==> src/rtl/dsec_stream_ingress.sv <==
// dsec_stream_ingress
//   Ingress stage for the DSEC core. Packs an IN_W-bit beat stream MSB-first
//   into WORD_W-bit words. In key mode KEY_WORDS words build the key register;
//   in data mode words are queued in a FIFO that the core drains.
// Ports
//   clk, rst             clock, synchronous active-high reset
//   key_config           1 = beats are key material, 0 = data
//   in_valid, data_in    input beat
//   flush                zero-pad and push the partial data word
//   rdy                  beat/flush can be accepted (FIFO not full)
//   key_out, key_valid   assembled key (first word in MSBs) and its valid flag
//   word_out, word_last  FIFO head and its "produced by flush" flag
//   word_valid, word_rcvd FIFO not empty / head consumed by core
//   fill                 FIFO occupancy
//   error                sticky protocol/overflow error
module dsec_stream_ingress #(
    parameter int unsigned IN_W       = 8,
    parameter int unsigned WORD_W     = 64,
    parameter int unsigned KEY_WORDS  = 3,
    parameter int unsigned FIFO_DEPTH = 8
) (
    input  logic                          clk,
    input  logic                          rst,
    input  logic                          key_config,
    input  logic                          in_valid,
    input  logic [IN_W-1:0]               data_in,
    input  logic                          flush,
    output logic                          rdy,
    output logic [KEY_WORDS*WORD_W-1:0]   key_out,
    output logic                          key_valid,
    output logic [WORD_W-1:0]             word_out,
    output logic                          word_last,
    output logic                          word_valid,
    input  logic                          word_rcvd,
    output logic [$clog2(FIFO_DEPTH):0]   fill,
    output logic                          error
);
    localparam int unsigned BEATS = WORD_W / IN_W;
    localparam int unsigned BW    = (BEATS > 1) ? $clog2(BEATS) : 1;
    localparam int unsigned KW    = (KEY_WORDS > 1) ? $clog2(KEY_WORDS) : 1;
    localparam int unsigned AW    = $clog2(FIFO_DEPTH);
    localparam int unsigned FW    = AW + 1;

    typedef enum logic [1:0] {S_IDLE, S_KEY, S_DATA} state_t;

    state_t                       state_q, state_d;
    logic [BW-1:0]                b_q, b_d, b_cur;
    logic [KW-1:0]                k_q, k_d, k_cur;
    logic [WORD_W-1:0]            acc_q, acc_d, pack_w;
    logic [KEY_WORDS*WORD_W-1:0]  key_q, key_d;
    logic                         key_valid_q, key_valid_d;
    logic                         err_q, err_d;
    logic                         kc_q;
    logic [WORD_W-1:0]            mem_q [FIFO_DEPTH];
    logic [FIFO_DEPTH-1:0]        last_q;
    logic [AW-1:0]                wr_q, rd_q;
    logic [FW-1:0]                fill_q;

    logic                         enter_key, beat_ok, flush_ok, complete;
    logic                         push, push_last, pop;
    logic [WORD_W-1:0]            push_word;

    assign rdy        = (fill_q < FW'(FIFO_DEPTH));
    assign word_valid = (fill_q != '0);
    assign pop        = word_rcvd && word_valid;
    assign word_out   = mem_q[rd_q];
    assign word_last  = last_q[rd_q];
    assign fill       = fill_q;
    assign key_out    = key_q;
    assign key_valid  = key_valid_q;
    assign error      = err_q;

    always_comb begin
        state_d     = state_q;
        b_d         = b_q;
        k_d         = k_q;
        acc_d       = acc_q;
        key_d       = key_q;
        key_valid_d = key_valid_q;
        err_d       = err_q;
        push        = 1'b0;
        push_last   = 1'b0;
        push_word   = acc_q;

        // From DATA only a rising key_config restarts key loading, so a
        // key_config still high after the last key beat does not re-enter KEY.
        enter_key = ((state_q == S_IDLE) && key_config) ||
                    ((state_q == S_DATA) && key_config && !kc_q);
        b_cur     = enter_key ? '0 : b_q;
        k_cur     = enter_key ? '0 : k_q;
        beat_ok   = in_valid && rdy;
        flush_ok  = flush && rdy;

        // Starting a word clears the accumulator so flushed LSBs are zero.
        pack_w = (b_cur == '0) ? '0 : acc_q;
        pack_w[(BEATS - 1 - int'(b_cur)) * IN_W +: IN_W] = data_in;
        complete = (b_cur == BW'(BEATS - 1));

        if (enter_key) begin
            state_d     = S_KEY;
            key_valid_d = 1'b0;
            err_d       = 1'b0;
            b_d         = '0;
            k_d         = '0;
        end

        if ((state_q == S_KEY) && !key_config) begin
            err_d   = 1'b1;
            state_d = S_IDLE;
            b_d     = '0;
            k_d     = '0;
        end else if (enter_key || (state_q == S_KEY)) begin
            if (beat_ok) begin
                acc_d = pack_w;
                if (complete) begin
                    b_d = '0;
                    key_d[(KEY_WORDS - 1 - int'(k_cur)) * WORD_W +: WORD_W] = pack_w;
                    if (k_cur == KW'(KEY_WORDS - 1)) begin
                        key_valid_d = 1'b1;
                        state_d     = S_DATA;
                        k_d         = '0;
                    end else begin
                        k_d = k_cur + 1'b1;
                    end
                end else begin
                    b_d = b_cur + 1'b1;
                end
            end
        end else if (state_q == S_DATA) begin
            if (beat_ok) begin
                acc_d = pack_w;
                // Beat is packed first; a same-cycle flush marks the result last.
                if (complete || flush) begin
                    push      = 1'b1;
                    push_last = flush;
                    push_word = pack_w;
                    b_d       = '0;
                end else begin
                    b_d = b_cur + 1'b1;
                end
            end else if (flush_ok && (b_q != '0)) begin
                push      = 1'b1;
                push_last = 1'b1;
                push_word = acc_q;
                b_d       = '0;
            end
        end else if (beat_ok) begin
            // Data beat in IDLE: no valid key yet.
            err_d = 1'b1;
        end

        if ((in_valid || flush) && !rdy) begin
            err_d = 1'b1;
        end
    end

    always_ff @(posedge clk) begin
        if (rst) begin
            state_q     <= S_IDLE;
            b_q         <= '0;
            k_q         <= '0;
            acc_q       <= '0;
            key_q       <= '0;
            key_valid_q <= 1'b0;
            err_q       <= 1'b0;
            kc_q        <= 1'b0;
            last_q      <= '0;
            wr_q        <= '0;
            rd_q        <= '0;
            fill_q      <= '0;
            for (int unsigned i = 0; i < FIFO_DEPTH; i++) begin
                mem_q[i] <= '0;
            end
        end else begin
            state_q     <= state_d;
            b_q         <= b_d;
            k_q         <= k_d;
            acc_q       <= acc_d;
            key_q       <= key_d;
            key_valid_q <= key_valid_d;
            err_q       <= err_d;
            kc_q        <= key_config;
            if (push) begin
                mem_q[wr_q]  <= push_word;
                last_q[wr_q] <= push_last;
                wr_q         <= wr_q + 1'b1;
            end
            if (pop) begin
                rd_q <= rd_q + 1'b1;
            end
            fill_q <= fill_q + FW'(push) - FW'(pop);
        end
    end
endmodule
==> config.mk <==
export PLATFORM = sky130hd
export DESIGN_NAME = dsec_stream_ingress
export DESIGN_NICKNAME = d
export VERILOG_FILES = /design/src/rtl/dsec_stream_ingress.sv
export SDC_FILE = /design/constraint.sdc
export NUM_CORES = 1
export LEC_CHECK = 0
export CORE_MARGIN = 5
export CORE_UTILIZATION = 29
export DETAILED_ROUTE_END_ITERATION = 8
export GPL_ROUTABILITY_DRIVEN = 0
export PLACE_DENSITY = 0.46
export SYNTH_ARGS = -nofsm -noshare
export SYNTH_HDL_FRONTEND = slang
export SYNTH_SLANG_ARGS = --single-unit
==> constraint.sdc <==
create_clock -name clk -period 5.6 [get_ports clk]
set_clock_uncertainty 0.15 [all_clocks]
set_input_delay 1.12 -clock clk [delete_from_list [all_inputs] [get_ports clk]]
set_output_delay 1.12 -clock clk [all_outputs]
set_load 0.1 [all_outputs]
# Word-level counts from Yosys, hierarchy flattened

Memories as Yosys holds them, arrays and structs flattened. A register that Yosys moved wholly into a read port is not among the register bits.
Index checks and enable logic that the tools add are counted.

Register bits after elaboration: 284
Memory bits (writable): 512
Bits of input ports: 14
Output and inout port bits: 265
Logic and storage cells: 129
Memories: 1

Add/subtract/negate cells: 10
Magnitude comparators: 4
Eq/ne operators: 4
Shift-type cells: 4
Multiplexer cells: 67
Bitwise logic cells: 1
Reduce and logical (&&, ||, !) cells: 26

Memory list:

| memory | depth | width | read ports | clocked after Yosys merged registers in | wr ports | RTL line | RTL |
|---|---|---|---|---|---|---|---|
| mem_q  | 8     | 64    | 1          | 1                                       | 8        | 54       | `logic [WORD_W-1:0] mem_q [FIFO_DEPTH];` |

Operator list:

| operator                                                 | number |
|---|---|
| two-way mux 64 bit                                       | 10 |
| bitwise mux 192 bit                                      | 1 |
| variable shift 64 x 34 -> 192 bit (first input constant) | 1 |
| indexed part select 64 x 34 -> 192 bit                   | 1 |
| negator 32 -> 34 bit                                     | 2 |
| bitwise mux 64 bit                                       | 1 |
| OR reduction 64 bit                                      | 1 |
| variable shift 8 x 34 -> 64 bit (first input constant)   | 1 |
| indexed part select 8 x 34 -> 64 bit                     | 1 |
| two-way mux 3 bit                                        | 11 |
| two-way mux 1 bit                                        | 31 |
| two-way mux 2 bit                                        | 10 |
| logical AND 1 bit                                        | 10 |
| adder 3 x 1 -> 3 bit (second input constant)             | 3 |
| bitwise mux 8 bit                                        | 1 |
| < comparator 3 x 4 -> 1 bit (second input constant)      | 2 |
| adder 4 x 1 -> 4 bit                                     | 1 |
| == test 2 bit (second input constant)                    | 2 |
| logical OR 1 bit                                         | 4 |
| < comparator 4 bit (second input constant)               | 1 |
| AND reduction 4 bit                                      | 1 |
| nonzero test 4 bit                                       | 1 |
| subtractor 3 x 3 -> 4 bit (first input constant)         | 1 |
| subtractor 4 x 1 -> 4 bit                                | 1 |
| 15 further kinds                                         | 17 |

# Logic depth before layout (Yosys ltp)

Depth in word-level cells: 17
Gate-level depth with buffers: 19
Gate-level depth less buffers: 17

# Worst setup path before layout

No wires, ideal clock.

Path type: input to register
Start point: in key_config
End point: mem mem_q[7][0], enable pin
Setup time: 0.695 ns
Arrival time: 4.492 ns
Data required time: 4.755 ns
Path slack: 0.264 ns
Stages: 14
Buffers on the path: 5
Path through: buf_2 a21bo_1 o21ai_1 buf_4 buf_2 inv_1 ha_1 nor2_1 nand2_1 and3_1 buf_2 buf_2 nand4_1 nand2b_1

RTL lines:

| item               | RTL line | RTL |
|---|---|---|
| start: declaration | 24       | `input logic key_config,` |
| end: declaration   | 54       |  |

==> results by stage <==
CTS:
- TritonCTS built the clock tree.
- The clock slew seen by the registers of the worst setup and hold paths is about 0.060 ns.
- The number of buffers inserted during clock tree synthesis is 89.
- The quantity of gates resized following cts is 0.
- The tree is rooted in a clkbuf_16.
- The number of H-tree levels is 3.
- The post-CTS setup buffer count is 0.
- The number of hold buffers added after CTS was 0.
- The number of sinks handled by clock tree synthesis is 799.
- The clock passes through at most 3 buffers.
- The clock reaches the later pin of the worst-skew pair after roughly 0.67 ns.

Hold path:
- The worst hold path passes through 2 cells.
- The class of the tightest hold or removal check is flop to flop.
- The startpoint of the tightest hold check path is key_out[149].
- The worst hold path terminates at key_out[149].

Worst setup path:
- STA classifies the critical path endpoint as an output port.
- The length in cells of the worst reg-to-reg path is 12.
- Traced cell by cell, the critical path runs through buf_12 -> mux4_2 -> mux2_2 -> clkdlybuf4s50_1.
- The type of the worst setup path is flop to output port.
- The delay of the slowest critical-path stage is 0.99 ns.
- The reg-to-reg startpoint is state_q[1].
- The element type at the critical path start is a flop.
- The critical register-to-register path endpoint is mem_q[6][3].
- Across all register-to-register paths, the minimum setup slack is between 1 and 1.5 ns.
- The kind of cell with the highest combined delay along the critical path is buffers and inverters.
- STA puts the critical path data required time at 4.33 ns.
- For the worst setup path, the data arrival time is 3.74 ns.
- The slowest stage cell on the critical path is clkdlybuf4s50_1.
- The buffers plus inverters on the worst setup path is 2.
- The maximum fanout along the worst path is 30.

Detailed routing:
- After detailed routing, the number of vias per cell comes to 5.13.
- The count of routing violations after the opening detailed-route iteration is 1973.
- The routed via count is 23600.
- Once detail routing completed, the nets flagged for antenna violations numbered 0.
- The number of remaining DRC errors is 0.
- After detailed routing, the average wire length per cell comes to roughly 25 um.
- The first-pass detailed-route iteration total is 7.
- Summed over all layers, the routed wires come to 116000 um.

Logic synthesis:
- The mapped netlist covers 34200 um^2.
- The synthesized netlist cell count is 2734.
- Synthesis produced a netlist with a net count of roughly 2800.
- The fraction of registers with async set/reset is 0%.
- For this run, the number of Yosys warnings is 0.
- In the synthesized netlist the dominant register cell turns out to be edfxtp_1.
- The biggest area contributor in the post-synthesis netlist is edfxtp_1.
- By area the synthesized netlist is led by edfxtp_1 45%, dfxtp_1 17%, mux4_2 8.6%.
- The synthesized area divided by synthesized cell count is 12.5 um^2.
- Counting flops with a built-in enable in the synthesized netlist gives 512.
- Counting flops and latches in the post-synthesis netlist gives 799.
- The number of distinct library cells after synthesis is 65.
- The area share of the leading cell type in the synthesized netlist is 45.0%.
- Sequential cells were found to cover 61.8% of the synthesized design area.

Status:
- The run finished with clean final reports.

Pwr:
- Across the VDD grid, the largest voltage drop is approximately 230 uV.
- The power density over the cells is 391 nW/um^2.
- The static leakage power is 13.2 nW.

STA:
- The number of endpoints with negative hold slack in the final report is 0.
- After routing, the total negative slack on setup checks comes to 0 ns.
- Headroom to the max-slew limit came out at a little under a quarter.
- The final number of setup-violating endpoints is 0.
- The part of the cycle the worst path needs is just under 90%.
- For the pin with the worst max-slew slack, the measured transition is 1.15 ns.
- The clock period minus worst slack is 5.01 ns.
- The worst path meets setup with 0.589 ns of slack.
- Final hold analysis gives a worst-case slack of 0.306 ns.
- Setup repair after global routing left no endpoint under its margin.
- Static timing analysis puts the maximum clock frequency at 200 MHz.
- The number of max-slew violations in the final report is 0.

Floorplanning:
- From left edge to right edge, the die measures 353 um.
- The die covers roughly 120000 um^2.
- After floorplanning, the core was sized to cover 118000 um^2.
- The initial standard-cell utilization of the core is slightly below 30%.
- The die is around 350 um tall.
- The number of top-level design ports is 279.
- The cell row count is 126.

Placement:
- The post-DP HPWL is ~75000 um.
- The number of port buffers is 278.
- Prior to clock tree synthesis, the placed netlist has a worst setup slack of slightly below 0.5 ns.

Global routing:
- The number of antenna violations at the first check in global routing is 8.
- The global-route congestion overflow total is 0.
- The via count of the first global-routing pass was 24300.
- Entering global routing, the biggest net connects 127 pins.
- The all-layer global routing usage is 18.2%.
- The first-pass GRT wire length is 170000 um.

Cells and area:
- The library cells used most frequently in the layout, excluding fill and tap cells, are 518 x nor2_1, 512 x edfxtp_1, 284 x dfxtp_1, 249 x clkdlybuf4s50_1, 142 x a21oi_1.
- The fraction of final layout cells sized beyond drive strength 1 is 19.0%.
- The growth of design area from synthesis to finish is 23.3%.
- The final layout net count is slightly above 3000.
- Leaving out fill and tap cells, the most frequent cell in the layout is nor2_1.

Job:
- The number of maximum-capacitance violations is 0.
[sequential cells by signal, indices dropped and copies added (netlist names), 3 cells and up, named ones only]
name     count
mem_q      512
key_out    192
last_q       8
acc_q       64
fill         4
b_q          3
wr_q         3
rd_q         3
[cell usage after synthesis, types with 21 or more instances]
cell	instances
inv_1	26
edfxtp_1	512
nand2b_1	52
a22o_1	34
nor2_1	518
dfxtp_1	287
clkbuf_1	174
a21oi_1	144
mux2_2	65
nand3b_1	99
nor4_1	28
buf_2	29
o21ai_0	105
a211oi_2	32
buf_1	25
mux4_2	130
a211oi_1	39
nor3_1	21
a221oi_1	22
and2_1	47
nand2_1	136
[worst min-delay path, cell delays in order, from the launching register on]
cell     delay [ns]
dfxtp_1        0.31
nand2_1        0.05
a21oi_1        0.05
[cell type report]
cell class / count / area, um^2
Antenna cell: 2 / 5.00
Clock buffer: 119 / 2440
Clock inverter: 43 / 454
Fill cell: 11500 / 75500
Inverter: 27 / 101
Multi-Input combinational cell: 1678 / 12100
Sequential cell: 799 / 21100
Tap cell: 1536 / 1920
Timing Repair Buffer: 399 / 3950
[where the power goes]
| group | switching, W | internal, W | total (W) |
|---|---|---|---|
| registers | 0.000183 | 0.00645 | 0.00664 |
| clock network | 0.00248 | 0.00336 | 0.00584 |
| logic | 0.00269 | 0.00130 | 0.00399 |
[worst max path at each step]
| stage | cells after the start | end |
|---|---|---|
| final | 4 | word_out[61] |
| after global routing | 4 | word_out[23] |
| after CTS | 4 | word_out[22] |
| after detailed placement | 13 | mem_q[6][3] |
| after global placement | 13 | mem_q[3][3] |
| after floorplan | 14 | mem_q[7][0] |
[cells by family after synthesis]
kind of cell / Yosys count / share of synthesized area, %
simple gates: 975 / 13.5
compound gates: 477 / 10.0
fa+ha+maj: 15 / 0.571
xor+xnor: 6 / 0.154
flops: 799 / 61.8
buf+inv: 257 / 2.95
mux: 205 / 11.0
[metal layers]
layer | part of all wire, % | track usage (%) | up-vias
met5 | 0.017 | 0 | -
met4 | 2.2 | 4.75 | 2
met3 | 7.1 | 4.85 | 147
met2 | 48 | 30.7 | 733
met1 | 42 | 23.2 | 12100
li1 | - | - | 10600
[per-stage QoR]
step	utilization, %	std cells	instance area, um^2	power, W
after floorplan	-	2734	34200	0.00972
after detailed placement	33.4	4439	39200	0.0108
after global placement	33.4	4439	39200	0.0108
after CTS	35.8	4601	42100	0.0167
after global routing	35.8	4601	42100	0.0171
final	35.8	4603	42100	0.0165
Power figures use the tool's default switching activity.
